`src/rtl/rv32i_instr_encoder.sv`:
```
// RV32I field-level instruction encoder with output FIFO and address stream.
// Packs class/funct/register/immediate fields into 32-bit RV32I words and
// range-checks the immediate first. Rejected requests raise err_pulse_o and
// bump err_cnt_o. Legal words are queued with their word address.
// Optional feature macro: RV32I_ENC_HALT_ON_ERR_EN. When it is defined, the
// first rejected request halts intake until clr_i.
module rv32i_instr_encoder #(
    parameter int                DEPTH     = 4,
    parameter int                ADDR_W    = 32,
    parameter logic [ADDR_W-1:0] BASE_ADDR = '0
) (
    input  logic              clk_i,
    input  logic              rst_i,
    input  logic              clr_i,
    input  logic              in_valid_i,
    output logic              in_ready_o,
    input  logic [3:0]        in_class_i,
    input  logic [2:0]        in_funct3_i,
    input  logic              in_alt_i,
    input  logic [4:0]        in_rd_i,
    input  logic [4:0]        in_rs1_i,
    input  logic [4:0]        in_rs2_i,
    input  logic [31:0]       in_imm_i,
    output logic              out_valid_o,
    input  logic              out_ready_i,
    output logic [31:0]       out_instr_o,
    output logic [ADDR_W-1:0] out_addr_o,
    output logic              err_pulse_o,
    output logic [7:0]        err_cnt_o,
    output logic              halted_o
);

    localparam int PTR_W = $clog2(DEPTH);
    localparam logic [PTR_W:0] FULL_CNT = (PTR_W+1)'(DEPTH);

    logic [31:0]       mem_instr_q [DEPTH];
    logic [ADDR_W-1:0] mem_addr_q  [DEPTH];
    logic [PTR_W-1:0]  wr_ptr_q, wr_ptr_d, rd_ptr_q, rd_ptr_d;
    logic [PTR_W:0]    count_q, count_d;
    logic [ADDR_W-1:0] addr_q, addr_d;
    logic              err_pulse_q, err_pulse_d;
    logic [7:0]        err_cnt_q, err_cnt_d;
    logic              run;
    logic              legal;
    logic [31:0]       enc;
    logic              accept, push, pop, err;
    logic signed [31:0] imm_s;
    logic              imm12_ok;

    assign imm_s    = in_imm_i;
    assign imm12_ok = (imm_s >= -32'sd2048) && (imm_s <= 32'sd2047);

    // Field packing and legality check for the offered request.
    always_comb begin
        legal = 1'b0;
        enc   = '0;
        case (in_class_i)
            4'd0: begin
                legal = 1'b1;
                enc = {1'b0, in_alt_i, 5'b0, in_rs2_i, in_rs1_i, in_funct3_i, in_rd_i, 7'h33};
            end
            4'd1: begin
                if (in_funct3_i == 3'b001 || in_funct3_i == 3'b101) begin
                    legal = (imm_s >= 32'sd0) && (imm_s <= 32'sd31);
                    enc = {1'b0, in_alt_i, 5'b0, in_imm_i[4:0], in_rs1_i, in_funct3_i, in_rd_i, 7'h13};
                end else begin
                    legal = imm12_ok;
                    enc = {in_imm_i[11:0], in_rs1_i, in_funct3_i, in_rd_i, 7'h13};
                end
            end
            4'd2: begin
                legal = imm12_ok;
                enc = {in_imm_i[11:0], in_rs1_i, in_funct3_i, in_rd_i, 7'h03};
            end
            4'd3: begin
                legal = imm12_ok;
                enc = {in_imm_i[11:5], in_rs2_i, in_rs1_i, in_funct3_i, in_imm_i[4:0], 7'h23};
            end
            4'd4: begin
                legal = (imm_s >= -32'sd4096) && (imm_s <= 32'sd4094) && !in_imm_i[0];
                enc = {in_imm_i[12], in_imm_i[10:5], in_rs2_i, in_rs1_i, in_funct3_i,
                       in_imm_i[4:1], in_imm_i[11], 7'h63};
            end
            4'd5: begin
                legal = (imm_s >= -32'sd1048576) && (imm_s <= 32'sd1048574) && !in_imm_i[0];
                enc = {in_imm_i[20], in_imm_i[10:1], in_imm_i[11], in_imm_i[19:12], in_rd_i, 7'h6F};
            end
            4'd6: begin
                legal = imm12_ok;
                enc = {in_imm_i[11:0], in_rs1_i, in_funct3_i, in_rd_i, 7'h67};
            end
            4'd7: begin
                legal = (in_imm_i[11:0] == 12'h000);
                enc = {in_imm_i[31:12], in_rd_i, 7'h37};
            end
            4'd8: begin
                legal = (in_imm_i[11:0] == 12'h000);
                enc = {in_imm_i[31:12], in_rd_i, 7'h17};
            end
            4'd9: begin
                legal = imm12_ok;
                enc = {in_imm_i[11:0], in_rs1_i, in_funct3_i, in_rd_i, 7'h73};
            end
            default: begin
                legal = 1'b0;
                enc   = '0;
            end
        endcase
    end

    // clr_i discards both sides' transfers in the cycle it is asserted.
    assign in_ready_o  = (count_q != FULL_CNT) && run;
    assign out_valid_o = (count_q != '0);
    assign accept      = in_valid_i && in_ready_o && !clr_i;
    assign push        = accept && legal;
    assign err         = accept && !legal;
    assign pop         = out_valid_o && out_ready_i && !clr_i;

    // When empty, the address output shows the next address to be issued.
    assign out_instr_o = out_valid_o ? mem_instr_q[rd_ptr_q] : '0;
    assign out_addr_o  = out_valid_o ? mem_addr_q[rd_ptr_q] : addr_q;
    assign err_pulse_o = err_pulse_q;
    assign err_cnt_o   = err_cnt_q;

`ifdef RV32I_ENC_HALT_ON_ERR_EN
    // state  | meaning
    // S_RUN  | accepting requests
    // S_HALT | a request was rejected; intake stopped, FIFO still drains
    typedef enum logic {S_RUN, S_HALT} state_t;
    state_t state_q, state_d;

    // Halt state register.
    always_ff @(posedge clk_i or posedge rst_i) begin
        if (rst_i) state_q <= S_RUN;
        else       state_q <= state_d;
    end

    // Next state: any rejection halts, only clr_i resumes.
    always_comb begin
        state_d = state_q;
        if (clr_i)    state_d = S_RUN;
        else if (err) state_d = S_HALT;
    end

    assign run      = (state_q == S_RUN);
    assign halted_o = (state_q == S_HALT);
`else
    assign run      = 1'b1;
    assign halted_o = 1'b0;
`endif

    // Next-state for FIFO pointers, occupancy, address counter and error stats.
    always_comb begin
        wr_ptr_d    = wr_ptr_q;
        rd_ptr_d    = rd_ptr_q;
        count_d     = count_q;
        addr_d      = addr_q;
        err_pulse_d = err;
        err_cnt_d   = err_cnt_q;
        if (clr_i) begin
            wr_ptr_d    = '0;
            rd_ptr_d    = '0;
            count_d     = '0;
            addr_d      = BASE_ADDR;
            err_pulse_d = 1'b0;
            err_cnt_d   = '0;
        end else begin
            if (push) begin
                wr_ptr_d = wr_ptr_q + 1'b1;
                addr_d   = addr_q + ADDR_W'(4);
            end
            if (pop) rd_ptr_d = rd_ptr_q + 1'b1;
            case ({push, pop})
                2'b10:   count_d = count_q + 1'b1;
                2'b01:   count_d = count_q - 1'b1;
                default: count_d = count_q;
            endcase
            if (err && err_cnt_q != 8'hFF) err_cnt_d = err_cnt_q + 8'd1;
        end
    end

    // Control register update.
    always_ff @(posedge clk_i or posedge rst_i) begin
        if (rst_i) begin
            wr_ptr_q    <= '0;
            rd_ptr_q    <= '0;
            count_q     <= '0;
            addr_q      <= BASE_ADDR;
            err_pulse_q <= 1'b0;
            err_cnt_q   <= '0;
        end else begin
            wr_ptr_q    <= wr_ptr_d;
            rd_ptr_q    <= rd_ptr_d;
            count_q     <= count_d;
            addr_q      <= addr_d;
            err_pulse_q <= err_pulse_d;
            err_cnt_q   <= err_cnt_d;
        end
    end

    // FIFO storage; contents are only visible while occupied, so no reset.
    always_ff @(posedge clk_i) begin
        if (push) begin
            mem_instr_q[wr_ptr_q] <= enc;
            mem_addr_q[wr_ptr_q]  <= addr_q;
        end
    end

endmodule

```
`config.mk`:
```
export PLATFORM = sky130hd
export DESIGN_NAME = rv32i_instr_encoder
export DESIGN_NICKNAME = d
export VERILOG_FILES = /design/src/rtl/rv32i_instr_encoder.sv
export SDC_FILE = /design/constraint.sdc
export NUM_CORES = 1
export LEC_CHECK = 0
export BUFFER_PORTS_ARGS = -buffer_cell sky130_fd_sc_hd__clkbuf_2
export CAP_MARGIN = 20
export CELL_PAD_IN_SITES_DETAIL_PLACEMENT = 1
export CELL_PAD_IN_SITES_GLOBAL_PLACEMENT = 2
export CORE_MARGIN = 3
export CORE_UTILIZATION = 40
export CTS_BUF_LIST = sky130_fd_sc_hd__clkbuf_8
export DETAILED_ROUTE_END_ITERATION = 8
export GPL_TIMING_DRIVEN = 0
export MAX_ROUTING_LAYER = met4
export PLACE_DENSITY_LB_ADDON = 0.1
export SYNTH_ARGS = -nofsm -noshare
export SYNTH_HDL_FRONTEND = slang
export SYNTH_SLANG_ARGS = --single-unit
```
`constraint.sdc`:
```
create_clock -name clk_i -period 3.31 [get_ports clk_i]
set_input_delay 0.4965 -clock clk_i [delete_from_list [all_inputs] [get_ports clk_i]]
set_output_delay 0.4965 -clock clk_i [all_outputs]
set_load 0.01 [all_outputs]
```
# Yosys cells after proc, flatten, opt, wreduce, memory -nomap -nowiden
# Memories as Yosys holds them, arrays and structs flattened.
# Index checks and enable logic that the tools add are counted.
totals:
  romBits: 0
  wordCells: 82
  register_bits: 48
  latch_bits: 0
  n_memories: 2
  ramBits: 256
  input_bits: 60
classes:
  div_mod_pow: 0
  n_shift: 0
  bitwise_logic: 0
  add_sub_neg: 6
  n_lt_le_gt_ge: 8
  eq_ne: 15
  muxes: 19
  mul: 0
  reduce_logical: 26
memory_table:
  columns: ["memory", "depth", "width", "rd", "rd_ports_with_merged_regs", "wr", "line", "rtl"]
  rows:
  - ["mem_addr_q", 4, 32, 1, 0, 1, "37", "logic [ADDR_W-1:0] mem_addr_q [DEPTH];"]
  - ["mem_instr_q", 4, 32, 1, 0, 1, "36", "logic [31:0] mem_instr_q [DEPTH];"]
ops:
  columns: ["op", "n"]
  rows:
  - ["one-hot mux 32 bit (10 select lines)", 1]
  - ["two-way mux 32 bit", 5]
  - ["adder 32 x 3 -> 32 bit, second input constant", 1]
  - [">= comparator 32 x 1 -> 1 bit, second input constant", 1]
  - [">= comparator 32 x 12 -> 1 bit, second input constant", 1]
  - [">= comparator 32 x 13 -> 1 bit, second input constant", 1]
  - [">= comparator 32 x 21 -> 1 bit, second input constant", 1]
  - ["less-or-equal comparator 32 x 12 -> 1 bit, second input constant", 1]
  - ["less-or-equal comparator 32 x 13 -> 1 bit, second input constant", 1]
  - ["less-or-equal comparator 32 x 21 -> 1 bit, second input constant", 1]
  - ["less-or-equal comparator 32 x 6 -> 1 bit, second input constant", 1]
  - ["equality test 4 x 3 -> 1 bit, second input constant", 4]
  - ["two-way mux 8 bit", 2]
  - ["logical AND 1 bit", 13]
  - ["logical NOT 12 bit", 1]
  - ["adder 8 x 1 -> 8 bit, second input constant", 1]
  - ["equality test 4 x 2 -> 1 bit, second input constant", 2]
  - ["equality test 4 bit, second input constant", 2]
  - ["two-way mux 2 bit", 4]
  - ["inequality test 8 bit, second input constant", 1]
  - ["one-hot mux 1 bit (6 select lines)", 1]
  - ["one-hot mux 3 bit (2 select lines)", 1]
  - ["nonzero test 2 bit", 3]
  - ["nonzero test 3 bit", 2]
  - ["16 further kinds", 22]

# Depth between registers and ports, before layout
depth:
  ltp_word: 9
  depth_mapped: 13

# Least setup slack after synthesis
# OpenSTA, ideal clock, no wires.
synth_timing:
  path_type: "input to register"
  startpoint: "input port in_imm_i[11]"
  endpoint: "memory mem_addr_q[1][10], enable pin"
  path_stages: 8
  setup_time_ns: 0.426
  path_buffers: 2
  required_time_ns: 2.884
  setup_slack_ns: -0.770
  arrival_ns: 3.655
  cell_sequence: "or4_1 nor4_2 a32o_1 a221o_2 o311a_1 buf_2 clkbuf_1 and3_1"
synth_via:
  elab_chain_cells: 7
  elab_cells_between_ends: 20
  cone_classes: "order compare (8); mux (4); reduce/logical (8)"
synth_rtl:
  columns: ["item", "line", "rtl"]
  rows:
  - ["from (decl)", "23", "input logic [31:0] in_imm_i,"]
  - [">= comparator 32 x 12 -> 1 bit (tied with other cells)", "51", "assign imm12_ok = (imm_s >= -32'sd2048) && (imm_s <= 32'sd2047);"]
  - ["logical AND 1 bit, on equally long branches", null, null]
  - ["two-way mux 1 bit (tied with other cells)", "63", "if (in_funct3_i == 3'b001 || in_funct3_i == 3'b101) begin"]
  - ["one-hot mux 1 bit (6 select lines) *", "57", "case (in_class_i)"]
  - ["logical AND 1 bit *", "115", "assign push = accept && legal;"]
  - ["two-way mux 1 bit *", "203", "if (push) begin"]
  - ["two-way mux 1 bit (implied by the code) *", "205", "mem_addr_q[wr_ptr_q] <= addr_q;"]
  - ["to (decl)", "37", null]
# Every way passes the cells marked *; elsewhere a longest branch is shown, timed or not.

# Final worst setup path
layout_timing:
  startpoint: "register rd_ptr_q[1]"
  endpoint: "output port out_instr_o[13]"
layout_via:
  elab_chain_cells: 2
layout_rtl:
  columns: ["item", "line", "rtl"]
  rows:
  - ["from (decl)", "38", "logic [PTR_W-1:0] wr_ptr_q, wr_ptr_d, rd_ptr_q, rd_ptr_d;"]
  - ["from (signal assigned)", "193", "rd_ptr_q <= rd_ptr_d;"]
  - ["memory read (4 x 32 bit)", null, null]
  - ["two-way mux 32 bit", "120", "assign out_instr_o = out_valid_o ? mem_instr_q[rd_ptr_q] : '0;"]
  - ["to (decl)", "26", "output logic [31:0] out_instr_o,"]
# No other way between the ends.

==> impl_metrics.py <==
metrics = {
    "timing": {
        "finalSetupViolCount": 0,
        "fin_crit_sh": 0.950,
        "slew_headroom": 0.481,
        "drv_slew": 0,
        "whs_ns": 0.286,
        "tns_ns": 0,
        "finClkSkew_ns": 0.0297,
        "max_clock_freq_mhz": 318,
        "finalHoldViolations": 0,
        "tightest_slew_ns": 0.779,
        "fin_crit_ns": 3.14,
    },
    "die": {
        "std_cell_rows": 64,
        "ios": 136,
        "dieArea_sq_um": 34100,
        "die_x_um": 185,
        "fp.coreArea_sq_um": 31000,
        "start_util": 0.412,
        "die_h_um": 185,
    },
    "global_route": {
        "use_met2": 0.328,
        "met1_usage": 0.287,
        "busiest_layer": "met2",
        "grt_usage": 0.209,
        "grt_pass1_wl_mm": 52.5,
        "grt_max_degree": 52,
        "antenna_found_initial": 2,
        "gr-usage-met3": 0.0341,
        "grt_pass1_vias": 8744,
        "globalRoute.totalOverflow": 0,
    },
    "layout": {
        "fin_nets": 1080,
        "drive_above_1_share": 0.320,
        "multi_input_area_sq_um": 4010,
        "n_fill_cell": 3095,
        "final-seq-area_sq_um": 8480,
        "area_delta_synth_final_pct": 18.5,
        "fin_area_sq_um": 15100,
    },
    "outcome": {
        "outcome": "finished clean",
    },
    "setup_path": {
        "r2r_slack_ns": 0.49,
        "crit_slowest_cell": "buf_1",
        "crit_fanout": 10,
        "critPathKind": "flop to primary output",
        "endpoint_kind": "primary output",
        "critPathLaunchType": "flop",
        "timing.rr.end": "addr_q[28]$_DFFE_PP0N_",
        "slowest_delay_ns": 0.59,
        "reg2reg_from": "addr_q[4]$_DFFE_PP0N_",
        "critPathLaunch": "rd_ptr_q[1]$_DFFE_PP0P_",
        "crit_chain": "clkbuf_1 > buf_1 > mux4_2 > and2_1 > clkbuf_2",
        "worst_ep_arrival_time_ns": 2.65,
        "endpoint": "out_instr_o[13]",
        "worstRegToRegCells": 8,
        "required_ns": 2.81,
    },
    "placed_design": {
        "hpwl_mm": 22.4,
        "dpl_cell_area_sq_um": 14100,
        "gp_congestion": 0.808,
        "portBuffers": 132,
    },
    "synth": {
        "synthArstFlopShare": 0.159,
        "synth-main-ff-cell": "edfxtp_1",
        "synth_cells": 825,
        "syn_area_sq_um": 12800,
        "seq_area_frac_synth": 0.665,
        "ys_types": 61,
        "syn_avg_cell_area_sq_um": 15.5,
        "synth-edff-count": 244,
        "ys_seq_elements": 290,
        "yosysWarnings": 0,
    },
    "run": {
        "maxCapViolations": 0,
    },
    "route": {
        "drtIter0Drc": 488,
        "vias": 8060,
        "wl_per_cell_um": 23.2,
        "drtPass1Iterations": 5,
        "postRouteAntennaNets": 0,
        "totalWireLength_mm": 33.6,
        "drcViolationCount": 0,
        "viasPerCell": 5.56,
    },
    "worst_hold_path": {
        "hp-class": "primary input to flop",
    },
    "clock_network": {
        "clockRootBuffer": "clkbuf_8",
        "cts_tree": "built",
        "cts.path.max_buffers": 3,
        "postCtsSetupRepairBufs": 0,
        "cts_buffers": 48,
        "numClockSinks": 290,
        "clock_latency_ns": 0.56,
        "htreeDepth": 2,
        "clkSlewWorstSetupHoldPaths_ns": 0.06,
    },
    "pwr": {
        "power.total_mw": 8.11,
        "p_leak_nw": 5.53,
        "powerDensity_nw_per_um2": 536,
        "ir_drop_v": 0.000282,
    },
}
where the power goes:
part / internal, mW / leakage [nW] / switching (mW)
clock: 1.85 / 0.584 / 1.45
sequential: 3.97 / 2.97 / 0.0152
combinational: 0.354 / 1.98 / 0.475
total: 6.17 / 5.53 / 1.94
critical path, delay by kind of cell, from the launching register on:
| family | cells | cell delay (ns) |
|---|---|---|
| buffers and inverters | 3 | 1.15 |
| flip-flops | 1 | 0.32 |
| multiplexers | 1 | 0.43 |
| AND/OR/NAND/NOR | 1 | 0.17 |
placed cells by master (no fill, tap or decap), types with 8 or more instances in the layout:
cell type,n
edfxtp_1,244
clkbuf_2,139
mux4_2,61
clkbuf_8,52
nand2_1,50
dfrtp_1,45
inv_1,40
a21oi_1,34
and2_1,34
o21ai_0,28
nor2_1,27
mux2_2,25
nand3_1,24
clkbuf_1,19
nand4_1,17
or4_1,17
a22o_1,15
o31ai_1,14
or3_1,11
nor4_1,11
clkinv_2,10
buf_2,8
worst min path at each step:
stage                                  start  slack [ns]                     endpoint  depth (start not counted)
global placement    err_cnt_o[6]$_DFFE_PP0P_        0.49     err_cnt_o[6]$_DFFE_PP0P_                          1
detailed placement                     rst_i        0.46       addr_q[23]$_DFFE_PP0N_                          2
floorplan             addr_q[31]$_DFFE_PP0N_        0.48  mem_addr_q[0][31]$_DFFE_PP_                          0
finish                           out_ready_i        0.29       count_q[1]$_DFFE_PP0P_                          3
CTS                              out_ready_i        0.25       count_q[1]$_DFFE_PP0P_                          3
global route                     out_ready_i        0.28       count_q[1]$_DFFE_PP0P_                          3
synthesized netlist by cell type (3+ instances only):
master / count / area [sq um]
a21oi_1: 34 / 170
a221o_1: 3 / 30.0
a222oi_1: 4 / 40.0
a22o_1: 15 / 131
a22oi_1: 5 / 37.5
and2_1: 34 / 213
and3_1: 10 / 62.6
buf_1: 4 / 15.0
buf_2: 6 / 30.0
buf_4: 6 / 45.0
clkbuf_1: 32 / 120
dfrtp_1: 46 / 1150
edfxtp_1: 244 / 7330
ha_1: 6 / 75.1
inv_1: 24 / 90.1
mux2_2: 25 / 282
mux2i_1: 7 / 70.1
mux4_2: 61 / 1370
nand2_1: 50 / 188
nand2b_1: 4 / 25.0
nand3_1: 24 / 120
nand4_1: 17 / 106
nor2_1: 28 / 105
nor2b_1: 8 / 50.1
nor3_1: 6 / 30.0
nor4_1: 11 / 68.8
o21ai_0: 31 / 155
o31ai_1: 14 / 105
or2_2: 3 / 18.8
or3_1: 11 / 68.8
or4_1: 17 / 128
per-stage QoR:
step	worst slack (ns)	utilization	cells
finish	0.166	0.488	1450
global route	-0.000527	0.488	1450
CTS	0.0189	0.487	1448
detailed placement	-0.774	0.454	1360
global placement	-1.40	0.449	1355
floorplan	-0.101	-	827
area by class of cell:
cell class,instances,area share
Sequential cell,290,0.561
Multi-Input combinational cell,464,0.265
Timing Repair Buffer,138,0.0530
Clock buffer,52,0.0473
Tap cell,396,0.0328
Clock inverter,37,0.0191
Buffer,46,0.0154
Inverter,25,0.00629
Antenna cell,2,0.000331
layer usage:
metal | vias to the layer above | wire length [um]
li1 | 3662 | -
met1 | 4186 | 15700
met2 | 159 | 16000
met3 | 53 | 1300
met4 | 0 | 656
met5 | - | 0
registers in the layout (all words and copies together), names as in the netlist:
signal / cells
addr_q: 30
count_q: 3
err_cnt_o: 8
err_pulse_o: 1
mem_addr_q: 120
mem_instr_q: 124
rd_ptr_q: 2
wr_ptr_q: 2
cell families (layout without fill, tap and decap cells):
logic type | count (synthesis) | count (layout) | synth area share
compound gates | 125 | 125 | 0.0664
xor+xnor | 4 | 4 | 0.00275
fa+ha+maj | 7 | 7 | 0.00745
buf+inv | 73 | 298 | 0.0239
flops | 290 | 290 | 0.665
mux | 95 | 95 | 0.137
other cells | 1 | 5 | 0.000294
simple gates | 230 | 230 | 0.0977
what timing repair did:
item                                    4_1_cts  5_1_grt
gates resized for setup                      23       12
endpoints found under the setup margin      176       20
hold endpoints to repair                     10        0
gates cloned                                  0        0
hold buffers                                  1        0
No activity file was read; power rests on OpenSTA's default activity.
